`src/rtl/truth_table_sweeper.sv`:
```
// truth_table_sweeper: sweeps all 2^N_IN input vectors into a combinational DUT and checks dut_f against EXP_TT
//   clk, rst (sync, active-high) | start: begin a sweep (ignored while busy) | dut_f: DUT output
//   vec_out: DUT stimulus (MSB = x1) | busy, done, pass | err_count (N_IN+1 bits) | first_fail, first_fail_valid
//   Build option: SWEEP_STOP_ON_FAIL_EN ends the sweep on the first mismatch and holds vec_out at the failing vector.
module truth_table_sweeper #(
  parameter int N_IN = 4,
  parameter int SETTLE = 5,
  parameter logic [2**N_IN-1:0] EXP_TT = 16'h6996
) (
  input  logic            clk,
  input  logic            rst,
  input  logic            start,
  input  logic            dut_f,
  output logic [N_IN-1:0] vec_out,
  output logic            busy,
  output logic            done,
  output logic            pass,
  output logic [N_IN:0]   err_count,
  output logic [N_IN-1:0] first_fail,
  output logic            first_fail_valid
);
  localparam int HW = SETTLE > 1 ? $clog2(SETTLE) : 1;
`ifdef SWEEP_STOP_ON_FAIL_EN
  localparam bit STOP = 1'b1;
`else
  localparam bit STOP = 1'b0;
`endif
  typedef enum logic [1:0] {IDLE, RUN, FIN} state_t;
  state_t state, state_nx;
  logic [HW-1:0] hold;
  logic accept, sample, miss, last, stop;
  assign accept = start && state != RUN;
  assign sample = state == RUN && hold == HW'(SETTLE - 1);
  assign miss = sample && (dut_f != EXP_TT[vec_out]);
  assign last = vec_out == '1;
  assign stop = STOP && miss;
  always_ff @(posedge clk)
    if (rst) state <= IDLE;
    else state <= state_nx;
  always_comb state_nx = accept ? RUN : (sample && (last || stop)) ? FIN : state;
  always_comb begin
    busy = state == RUN;
    done = state == FIN;
  end
  always_ff @(posedge clk)
    if (rst || accept) begin
      vec_out <= '0;
      hold <= '0;
      err_count <= '0;
      first_fail <= '0;
      first_fail_valid <= 1'b0;
      pass <= 1'b0;
    end else if (sample) begin
      err_count <= err_count + (N_IN + 1)'(miss);
      if (miss && !first_fail_valid) begin
        first_fail <= vec_out;
        first_fail_valid <= 1'b1;
      end
      hold <= '0;
      // incrementing past the last vector wraps vec_out back to 0
      if (!stop) vec_out <= vec_out + 1'b1;
      // include this edge's miss, since err_count has not yet absorbed it
      if (last && !stop) pass <= err_count == '0 && !miss;
    end else if (state == RUN) hold <= hold + 1'b1;
endmodule

```
`config.mk`:
```
export PLATFORM = sky130hd
export DESIGN_NAME = truth_table_sweeper
export DESIGN_NICKNAME = d
export VERILOG_FILES = /design/src/rtl/truth_table_sweeper.sv
export SDC_FILE = /design/constraint.sdc
export NUM_CORES = 1
export LEC_CHECK = 0
export CORE_MARGIN = 2
export CORE_UTILIZATION = 48
export CTS_CLUSTER_SIZE = 40
export DETAILED_ROUTE_END_ITERATION = 8
export PLACE_DENSITY = 0.87
export REMOVE_ABC_BUFFERS = 1
export SYNTH_ARGS = -nofsm -noshare
export SYNTH_HDL_FRONTEND = slang
export SYNTH_SLANG_ARGS = --single-unit
export TNS_END_PERCENT = 100
```
`constraint.sdc`:
```
create_clock -name clk -period 2 [get_ports clk]
set_input_delay 0.3 -clock clk [delete_from_list [all_inputs] [get_ports clk]]
set_output_delay 0.3 -clock clk [all_outputs]
set_load 0.01 [all_outputs]
```
; Word level (Yosys, flattened, before mapping)
; Memory sizes are Yosys's and may differ from the RTL's. A register that Yosys moved wholly into a read port is not among the register bits.
; Index checks and enable logic that the tools add are counted.
[word_totals]
ff_bits = 20
romBits = 16
output_inout_bits = 17
memories = 1
[memory_table]
columns = memory, words, word_bits, read_ports, rd_ports_with_merged_regs, wr, line
row1 = (no name shown), 16, 1, 1, 1, 0, 34  ; assign miss = sample && (dut_f != EXP_TT[vec_out]);
[op_classes]
addsub = 3
n_lt_le_gt_ge = 1
n_eq_ne = 6
n_mux = 5
reduce_logical = 15
[ops]
columns = op, n
row1 = $mux W4, 2
row2 = $logic_and A1 B1 Y1, 6
row3 = $add A5 B1 Y5, 1
row4 = $logic_not A5 Y1, 1
row5 = $lt A4 B5 Y1 const B, 1
row6 = $add A4 B1 Y4 const B, 1
row7 = $eq A4 B4 Y1 const B, 1
row8 = $reduce_and A2 Y1, 2
row9 = $reduce_or A2 Y1, 2
row10 = $add A3 B1 Y3 const B, 1
row11 = $eq A3 B3 Y1 const B, 1
row12 = $mux W1, 3
row13 = $eq A2 B1 Y1 const B, 1
row14 = $eq A2 B2 Y1 const B, 1
row15 = $logic_not A1 Y1, 2
row16 = $ne A2 B1 Y1 const B, 1
row17 = $reduce_bool A2 Y1, 1
row18 = $logic_or A1 B1 Y1, 1
row19 = $ne A1 B1 Y1, 1

; Logic depth before layout (Yosys ltp)
; Gate-level depths: netlist (run 1).
[depth]
ltp_word = 6
mapped_depth = 9

; Worst setup path after synthesis (run 1)
; Ideal clock, no wire load.
[synth_path]
path_type = register to register
from = reg hold[0]
to = reg err_count[4]
t_arrival_ps = 1567
t_required_ps = 1872
path_slack_ps = 305
path_stages_with_launch = 10
path_buffers = 0
period_less_slack_ps = 1695
path_cell_list = dfxtp_1 > inv_1 > ha_1 > nand4b_1 > nor2_1 > ha_1 > ha_1 > nand4_1 > xor2_1 > nor2_1
[synth_between]
elab_chain_len = 4
[synth_rtl]
columns = element, line
row1 = "start, declared", 30  ; logic [HW-1:0] hold;
row2 = "start signal, assigned", 64  ; end else if (state == RUN) hold <= hold + 1'b1;
row3 = $eq A3 B3 Y1 *, 33  ; assign sample = state == RUN && hold == HW'(SETTLE - 1);
row4 = $logic_and A1 B1 Y1 *, 33
row5 = $logic_and A1 B1 Y1, 34
row6 = $add A5 B1 Y5, 54  ; err_count <= err_count + (N_IN + 1)'(miss);
row7 = "end signal, assigned", 54
row8 = "end, declared", 18  ; output logic [N_IN:0] err_count,
; Every way passes the cells marked *; elsewhere a longest branch is shown, timed or not.
; A chain may end at the register's enable or synchronous reset.

; Final worst setup path (run 1)
[layout_path]
from = reg state[0]
to = out busy
[layout_between]
elab_chain_len = 1
[layout_rtl]
columns = element, line
row1 = "start, declared", 29  ; state_t state, state_nx;
row2 = "start signal, assigned", 39  ; else state <= state_nx;
row3 = $eq A2 B1 Y1, 42  ; busy = state == RUN;
row4 = "end, declared", 15  ; output logic busy,
; No other way between the ends.

==> summary.txt, run 1 <==
STA
  – Least-Margin Pin Slew: 302 ps
  – Final cycle utilization of the critical path: 0.922
  – Setup Skew: 5.76 ps
  – RSZ-0062 raised after global routing: no
  – Hold Slack: 481 ps
  – Hold Fails Final Rpt: 0
  – Post-layout min period: 1840 ps
  – Final setup viols: 0
  – Relative slew margins: 0.799
  – Fin Setup TNS: 0 ps
  – Final slew viol count: 0
  – Max Clock Freq: 542 MHz

Layout
  – Number of nets in the layout: 135
  – Non-Filler Instances: 152
  – Synth-to-layout area growth: 28.3%
  – Inserted Diodes: 0
  – Layout cells sized above 1: 0.0800
  – Final Core Density: 0.638
  – Most common cell after layout, fill and taps aside: dfxtp_1
  – Commonest non-fill, non-tap cells in the layout: dfxtp_1, clkdlybuf4s50_1, nor2_1

GRT
  – Vias in the first global route: 761
  – Pin count of the biggest net entering global routing: 15
  – Initial antenna violation count: 0
  – GRT Total Usage: 0.181
  – First-pass GRT wire length: 3370 µm
  – Grt ovf: 0

Die
  – Core Area: 0.00192 mm²
  – Die W: 48.6 µm
  – Die H: 48.6 µm
  – Site Rows: 16
  – Die area: 0.00236 mm²
  – IO Pins: 21
  – Starting Density: 0.497

Routing
  – WL/cell: 12.7 µm
  – DR iter-0 viols: 16
  – Total wire length: 1930 µm
  – Drt drc: 0
  – Vias: 766
  – 1st-pass router iterations: 4
  – Vias per cell: 5.04
  – ANT nets after route: 0

Power
  – Power, Total: 669 µW
  – Power Density: 546 mW/mm²
  – Peak supply drop: 0.444 mV
  – Leak pwr: 0.453 nW

Synth
  – Mapped Cells: 101
  – Post-Syn Area: 956 µm²
  – Seq/Total Area, Yosys: 0.440
  – Warnings from Yosys: 0
  – #FFs+latches synth: 21
  – Syn Area/Cell: 9.46 µm²
  – Synth cell types: 25

Placed design
  – Gpl congestion: 0.764
  – Hpwl dp: 1470 µm
  – I/O Buffers: 20
  – DP Cell Count: 148

CTS
  – Clk_lat worst skew: 300 ps
  – Root buffer cell: clkbuf_4
  – H-tree depth: 1
  – Clock Path Buffers: 2
  – # Post-CTS Setup Buffers: 0
  – CTS buffer count: 3
  – CTS tree: yes
  – PostCTS Resize Cnt: 0
  – Cts hold-fix bufs: 0
  – Worst-path clk slew: 110 ps
  – CTS Sinks: 21

Status
  – Status: complete, no violations

Critical path
  – Worst setup path class: reg2out
  – WP data arrival: 1540 ps
  – Critical Path Fanout Max: 5
  – Type of origin of the critical path: register
  – Worst Setup End Kind: primary output
  – CP required: 1700 ps

Hold path
  – HP Class: reg2reg

Job
  – Total of max-cap violations: 0
-- registers in the layout, summed over array words and instances (netlist names), named ones only --
signal            count
err_count             5
first_fail            4
vec_out               4
hold                  3
state                 2
first_fail_valid      1
pass                  1
-- per-layer routing --
layer	global-route usage	vias up	wire, µm
li1	-	389	-
met1	0.218	356	841
met2	0.313	19	976
met3	0.0401	2	104
met4	0.0714	0	10
met5	0	-	0
-- area by class of cell --
class / count / area, µm²
fill: 175 / 696
inverter: 4 / 15.0
multi-input combinational: 73 / 508
clock buffer: 4 / 26.3
timing repair buffer: 23 / 223
sequential: 21 / 420
tap: 27 / 33.8
-- report_power, final --
group | leakage [nW] | switching (mW) | internal [mW]
Combinational | 0.269 | 0.0236 | 0.0195
Sequential | 0.169 | 0.00381 | 0.422
Clock | 0.0150 | 0.123 | 0.0777
Total | 0.453 | 0.151 | 0.519
-- synth_stat cells --
| library cell | number | share of area |
|---|---|---|
| a21o_1 | 1 | 0.0079 |
| a21oi_1 | 6 | 0.031 |
| a21oi_2 | 1 | 0.0092 |
| a22oi_1 | 1 | 0.0079 |
| and4b_4 | 1 | 0.014 |
| buf_2 | 1 | 0.0052 |
| clkbuf_1 | 2 | 0.0079 |
| dfxtp_1 | 21 | 0.44 |
| ha_1 | 5 | 0.065 |
| inv_1 | 4 | 0.016 |
| mux2i_1 | 5 | 0.052 |
| nand2_1 | 11 | 0.043 |
| nand3b_1 | 1 | 0.0079 |
| nand4_1 | 3 | 0.020 |
| nand4_4 | 1 | 0.022 |
| nand4b_1 | 1 | 0.0092 |
| nor2_1 | 18 | 0.071 |
| nor3_1 | 2 | 0.010 |
| nor3_4 | 1 | 0.017 |
| nor4_1 | 1 | 0.0065 |
| o21ai_0 | 1 | 0.0052 |
| or3_1 | 1 | 0.0065 |
| xnor2_1 | 6 | 0.055 |
| xnor3_1 | 1 | 0.024 |
| xor2_1 | 5 | 0.046 |
-- cell families (layout without fill, tap and decap cells) --
| kind of cell | count (synthesis) | count (layout) | synth area share |
|---|---|---|---|
| xor gates and xnor gates | 12 | 12 | 0.124 |
| buffers and inverters | 7 | 31 | 0.0288 |
| and+or+nand+nor | 41 | 41 | 0.228 |
| adders and majority gates | 5 | 5 | 0.0654 |
| DFF | 21 | 21 | 0.440 |
| AOI/OAI and AO/OA | 10 | 10 | 0.0615 |
| muxes | 5 | 5 | 0.0524 |
-- critical path: stages (launching register included) --
cell and delay [ps]:
dfxtp_1 410, nand2_1 120, inv_1 160, clkdlybuf4s50_1 560
-- through the flow --
step | setup WS, ps | area [µm²]
2_1_floorplan | 298 | 943
3_3_place_gp | 225 | 1200
3_5_place_dp | 198 | 1200
4_1_cts | 141 | 1230
5_1_grt | 41.4 | 1230
6_report | 156 | 1230
-- path summary, 6_finish.rpt --
path / endpoint / slack (ps) / startpoint / depth (start not counted)
min: pass$_SDFFE_PP0P_ / 480 / pass$_SDFFE_PP0P_ / 2
max reg2reg: register / 240 / hold[0]$_SDFFE_PP0P_ / 6
min reg2reg: pass$_SDFFE_PP0P_ / 480 / pass$_SDFFE_PP0P_ / 2
max: busy / 160 / state[0]$_SDFFE_PP0P_ / 3
Power figures use the tool's default switching activity.
==> inputs of run 2 (changes only) <==
--- a/config.mk
+++ b/config.mk
@@ -10,6 +10,7 @@
 export CTS_CLUSTER_SIZE = 40
 export DETAILED_ROUTE_END_ITERATION = 8
 export PLACE_DENSITY = 0.87
+export RECOVER_POWER = 25
 export REMOVE_ABC_BUFFERS = 1
 export SYNTH_ARGS = -nofsm -noshare
 export SYNTH_HDL_FRONTEND = slang
==> run 2 against run 1 <==
Sequential power barely moved. Largest power group unchanged. Largest cell class unchanged. Register-to-register slack got worse by 20 ps. Global-route usage did not move.
==> summary.txt, run 2 (synthesis gave the netlist of run 1 again) <==
Status
  – Status: complete, no violations

CTS
  – Root buffer cell: clkbuf_4
  – CTS tree: yes
  – CTS buffer count: 3 (unchanged)
  – Clk_lat worst skew: 300 ps (about the same)
  – CTS Sinks: 21 (unchanged)
  – Worst-path clk slew: 110 ps (about the same)
  – Cts hold-fix bufs: 0 (unchanged)
  – Clock Path Buffers: 2 (unchanged)
  – # Post-CTS Setup Buffers: 0 (unchanged)
  – H-tree depth: 1 (unchanged)
  – PostCTS Resize Cnt: 0 (unchanged)

STA
  – Relative slew margins: 0.802 (+0.00302)
  – Fin Setup TNS: 0 ps (unchanged)
  – Final cycle utilization of the critical path: 0.922 (about the same)
  – Setup Skew: 5.86 ps (+0.102 ps)
  – Final slew viol count: 0 (unchanged)
  – Final setup viols: 0 (unchanged)
  – RSZ-0062 raised after global routing: no
  – Post-layout min period: 1840 ps (-0.140 ps)
  – Least-Margin Pin Slew: 297 ps (-5.08 ps)
  – Hold Fails Final Rpt: 0 (unchanged)
  – Max Clock Freq: 542 MHz (about the same)

Critical path
  – CP required: 1700 ps (about the same)
  – Critical Path Fanout Max: 5 (unchanged)
  – Worst Setup End Kind: primary output
  – Worst r2r path cells: 6 (unchanged)
  – Type of origin of the critical path: register
  – Worst setup path class: reg2out
  – WP data arrival: 1540 ps (about the same)

Routing
  – Drt drc: 0 (unchanged)
  – 1st-pass router iterations: 4 (unchanged)
  – DR iter-0 viols: 12 (-4)
  – Total wire length: 1920 µm (-0.88%)
  – WL/cell: 12.6 µm (-0.88%)
  – ANT nets after route: 0 (unchanged)
  – Vias: 773 (+0.91%)
  – Vias per cell: 5.09 (+0.91%)

GRT
  – Vias in the first global route: 761 (unchanged)
  – Initial antenna violation count: 0 (unchanged)
  – First-pass GRT wire length: 3370 µm (unchanged)
  – GRT Total Usage: 0.181 (unchanged)
  – Pin count of the biggest net entering global routing: 15 (unchanged)
  – Grt ovf: 0 (unchanged)

Layout
  – Commonest non-fill, non-tap cells in the layout: dfxtp_1, clkdlybuf4s50_1, nor2_1
  – Inserted Diodes: 0 (unchanged)
  – FILL cells: 179 (+2.3%)
  – Largest registers: err_count x5, first_fail x4, vec_out x4
  – Largest register FFs: 5 (unchanged)
  – Most common cell after layout, fill and taps aside: dfxtp_1
  – Layout cells sized above 1: 0.0640 (-0.0160)
  – Synth-to-layout area growth: 26.3%
  – Number of nets in the layout: 135 (unchanged)
  – Top reg by flops: err_count

Hold path
  – HP Class: reg2reg
  – Hold Crit Depth: 2 (unchanged)

Power
  – Int Power: 519 µW (about the same)
  – Register share of total power: 0.636 (about the same)
  – Psw: 150 µW (-0.16%)
  – Leak pwr: 0.437 nW (-3.6%)
  – Clock power share: 0.300 (about the same)
  – Power, Total: 669 µW (about the same)
  – Sw Share: 0.225 (-0.000282)
  – Combinational Power Share: 0.064 (about the same)
  – Power Density: 554 mW/mm² (+1.5%)
  – Peak supply drop: 0.444 mV (about the same)

Die
  – Die H: 48.6 µm (unchanged)
  – IO Pins: 21 (unchanged)
  – Site Rows: 16 (unchanged)
  – Die area: 0.00236 mm² (unchanged)
  – Die W: 48.6 µm (unchanged)
  – Core Area: 0.00192 mm² (unchanged)
  – Starting Density: 0.497 (unchanged)

Job
  – Total of max-cap violations: 0 (unchanged)

Placed design
  – Hpwl dp: 1470 µm (unchanged)
  – I/O Buffers: 20 (unchanged)
  – Gpl congestion: 0.764 (unchanged)
-- run 2: through the flow --
stage / std cells / area [µm²] / worst slack, ps / hold slack, ps / util
final: 152 / 1210 / 156 / 478 / 0.628
after global routing: 152 / 1210 / 45.0 / 504 / 0.628
after CTS: 152 / 1230 / 141 / 481 / 0.638
after detailed placement: 148 / 1200 / 198 / 464 / 0.624
after global placement: 148 / 1200 / 225 / 461 / 0.624
after floorplan: 98 / 943 / 298 / 372 / -
-- run 2: final cells by class --
type,count,area (µm²),share of cell area
Clock buffer,4,26.3,0.0218
Multi-Input combinational cell,73,493,0.408
Tap cell,27,33.8,0.0280
Inverter,4,15.0,0.0124
Timing Repair Buffer,23,219,0.181
Sequential cell,21,420,0.348
-- run 2: worst paths after layout --
| path | endpoint | startpoint | slack, ps |
|---|---|---|---|
| worst max-delay path | busy | state[0]$_SDFFE_PP0P_ | 160 |
| worst min-delay path | pass$_SDFFE_PP0P_ | pass$_SDFFE_PP0P_ | 480 |
| worst max register to register | pass$_SDFFE_PP0P_ | hold[0]$_SDFFE_PP0P_ | 220 |
| worst min register to register | pass$_SDFFE_PP0P_ | pass$_SDFFE_PP0P_ | 480 |
-- run 2: metal layers --
| layer | track usage | wire [µm] | vias to the layer above |
|---|---|---|---|
| li1 | - | - | 390 |
| met2 | 0.313 | 974 | 19 |
| met3 | 0.0401 | 105 | 2 |
| met1 | 0.218 | 825 | 362 |
| met4 | 0.0714 | 10 | 0 |
| met5 | 0 | 0 | - |
-- run 2: critical path, stage by stage, from the launching register on --
cell             delay, ps
dfxtp_1                410
nand2_1                120
inv_1                  160
clkdlybuf4s50_1        560
-- run 2: power groups by stage --
stage               registers (mW)  logic [mW]  clock network [mW]
floorplan                    0.434      0.0233                   0
global placement             0.434      0.0410                   0
detailed placement           0.435      0.0433                   0
CTS                          0.425      0.0435               0.210
global route                 0.426      0.0474               0.220
finish                       0.425      0.0429               0.201
==> inputs of run 3 (changes only) <==
--- a/config.mk
+++ b/config.mk
@@ -5,6 +5,7 @@
 export SDC_FILE = /design/constraint.sdc
 export NUM_CORES = 1
 export LEC_CHECK = 0
+export CORE_ASPECT_RATIO = 0.8
 export CORE_MARGIN = 2
 export CORE_UTILIZATION = 48
 export CTS_CLUSTER_SIZE = 40
==> run 3 against run 2 <==
Count of clock-buffer cells in the layout stayed put. Non-clock buffer count is 2 higher. Register-to-register slack hardly changed. Sequential power hardly changed. Wire length is 1.9% lower. Critical path depth stayed put. Via count is 2.1% lower. Clock power hardly changed. Total power is 0.28% lower. Worst hold slack better by 19 ps.
==> summary.txt, run 3 (synthesis gave the netlist of run 1 again) <==
GRT
  – Met1 GRT Util: 0.236 (+0.0184)
  – Layer with the highest usage: met2
  – Vias in the first global route: 731 (-3.9%)
  – Pin count of the biggest net entering global routing: 14 (-1)
  – Initial antenna violation count: 0 (unchanged)
  – GRT Total Usage: 0.184 (+0.00261)
  – Met3 Usage GRT: 0.0345 (-0.00564)
  – GR Util met2: 0.307 (-0.00547)
  – First-pass GRT wire length: 3080 µm (-8.4%)
  – Grt ovf: 0 (unchanged)

CTS
  – Clk_lat worst skew: 300 ps (about the same)
  – # Post-CTS Setup Buffers: 0 (unchanged)
  – Clock Path Buffers: 2 (unchanged)
  – CTS tree: yes
  – Worst-path clk slew: 110 ps (about the same)
  – PostCTS Resize Cnt: 0 (unchanged)
  – Cts hold-fix bufs: 0 (unchanged)
  – CTS Sinks: 21 (unchanged)
  – CTS buffer count: 3 (unchanged)
  – Root buffer cell: clkbuf_4
  – H-tree depth: 1 (unchanged)

Critical path
  – RR Startpoint: hold[0]$_SDFFE_PP0P_
  – WP data arrival: 1560 ps (+20 ps)
  – Slowest CP cell: clkdlybuf4s50_1
  – Critical Path, Cell by Cell: nand2_1 > inv_1 > clkdlybuf4s50_1
  – Type of origin of the critical path: register
  – CP required: 1700 ps (about the same)
  – Critical Path Fanout Max: 5 (unchanged)
  – Worst setup path class: reg2out
  – Worst setup startpoint: state[0]$_SDFFE_PP0P_
  – Worst Setup End Kind: primary output
  – CP max stage delay: 560 ps (about the same)

Layout
  – Commonest non-fill, non-tap cells in the layout: dfxtp_1, clkdlybuf4s50_1, nor2_1
  – Most common cell after layout, fill and taps aside: dfxtp_1
  – Top reg by flops: err_count
  – Register Area: 420 µm² (unchanged)
  – Number of nets in the layout: 137 (+1.5%)
  – Inserted Diodes: 0 (unchanged)
  – Layout cells sized above 1: 0.0709 (+0.00687)
  – Synth-to-layout area growth: 27.1%
  – Final Core Density: 0.648 (+0.0199)
  – Largest register FFs: 5 (unchanged)
  – FILL cells: 165 (-7.8%)
  – Multi-input logic area: 493 µm² (unchanged)
  – Largest registers: err_count x5, first_fail x4, vec_out x4
  – Non-Filler Instances: 151 (-0.66%)

STA
  – Final setup viols: 0 (unchanged)
  – Fin Setup TNS: 0 ps (unchanged)
  – Relative slew margins: 0.779 (-0.0225)
  – Hold Fails Final Rpt: 0 (unchanged)
  – Hold Slack: 497 ps (+19.1 ps)
  – Post-layout min period: 1860 ps (+13.4 ps)
  – Setup Skew: 1.96 ps (-3.90 ps)
  – Max Clock Freq: 538 MHz (-0.72%)
  – Least-Margin Pin Slew: 331 ps (+34.7 ps)
  – Final slew viol count: 0 (unchanged)
  – Final WS setup: 143 ps (-13.4 ps)
  – RSZ-0062 raised after global routing: no
  – Final cycle utilization of the critical path: 0.929 (+0.00669)

Die
  – Starting Density: 0.510 (+0.0126)
  – Die area: 0.00237 mm² (+0.10%)
  – IO Pins: 21 (unchanged)
  – Die H: 43.9 µm (-9.7%)
  – Core Area: 0.00187 mm² (-2.5%)
  – Die W: 53.9 µm (+11%)
  – Site Rows: 14 (-2)

Placed design
  – I/O Buffers: 20 (unchanged)
  – Gpl congestion: 0.809 (+5.9%)
  – Pre-CTS WS: 141 ps (-56.6 ps)
  – Hpwl dp: 1520 µm (+3.3%)
  – DP Cell Count: 147 (-0.68%)

Job
  – Total of max-cap violations: 0 (unchanged)

Power
  – Leak pwr: 0.440 nW (+0.60%)
  – Power Density: 549 mW/mm² (-0.89%)
  – Peak supply drop: 0.489 mV (+10%)

Routing
  – Vias per cell: 5.01 (-1.4%)
  – Drt drc: 0 (unchanged)
  – DR iter-0 viols: 5 (-7)
  – Vias: 757 (-2.1%)
  – WL/cell: 12.4 µm (-1.3%)
  – Total wire length: 1880 µm (-1.9%)
  – 1st-pass router iterations: 4 (unchanged)
  – ANT nets after route: 0 (unchanged)

Hold path
  – Hold Crit Start: pass$_SDFFE_PP0P_
  – HP Class: reg2reg

Status
  – Status: complete, no violations
## run 3: cell count changes in the layout (fill, tap and decap cells not counted)
cell,change
buf_4,+1
clkdlybuf4s50_1,+1
dlygate4sd3_1,-1
clkbuf_1,+1
## run 3: where the power goes
group / switching, mW / total [mW] / internal [mW]
logic: 0.0237 / 0.0425 / 0.0188
registers: 0.00369 / 0.425 / 0.422
clock network: 0.122 / 0.199 / 0.0778
## run 3: per-stage QoR
stage	total power, mW	cell area, µm²
after floorplan	0.457	943
after global placement	0.477	1210
after detailed placement	0.480	1210
after CTS	0.676	1240
after global routing	0.694	1210
final	0.667	1210
## run 3: per-layer routing
metal | up-vias | share of wire | routed length (µm)
li1 | 397 | - | -
met5 | - | 0 | 0
met1 | 340 | 0.49 | 917
met2 | 18 | 0.46 | 866
met4 | 0 | 0.011 | 21
met3 | 2 | 0.038 | 72
## run 3: final cells by class
class                           instances  area share
Tap cell                               24      0.0247
Clock buffer                            4      0.0216
Timing Repair Buffer                   25       0.189
Multi-Input combinational cell         73       0.406
Sequential cell                        21       0.346
Inverter                                4      0.0124
## run 3: worst paths after layout
path | endpoint | slack (ps) | cells past startpoint
setup reg to reg | err_count[4]$_SDFFE_PP0P_ | 230 | 9
setup / recovery | busy | 140 | 3
hold reg to reg | pass$_SDFFE_PP0P_ | 500 | 2
hold / removal | pass$_SDFFE_PP0P_ | 500 | 2
## run 3: worst max-delay path, delay by kind of cell, from the launching register on
family / cells / cell delay, ps
buffers and inverters: 2 / 720
flip-flops: 1 / 410
AND/OR/NAND/NOR: 1 / 120
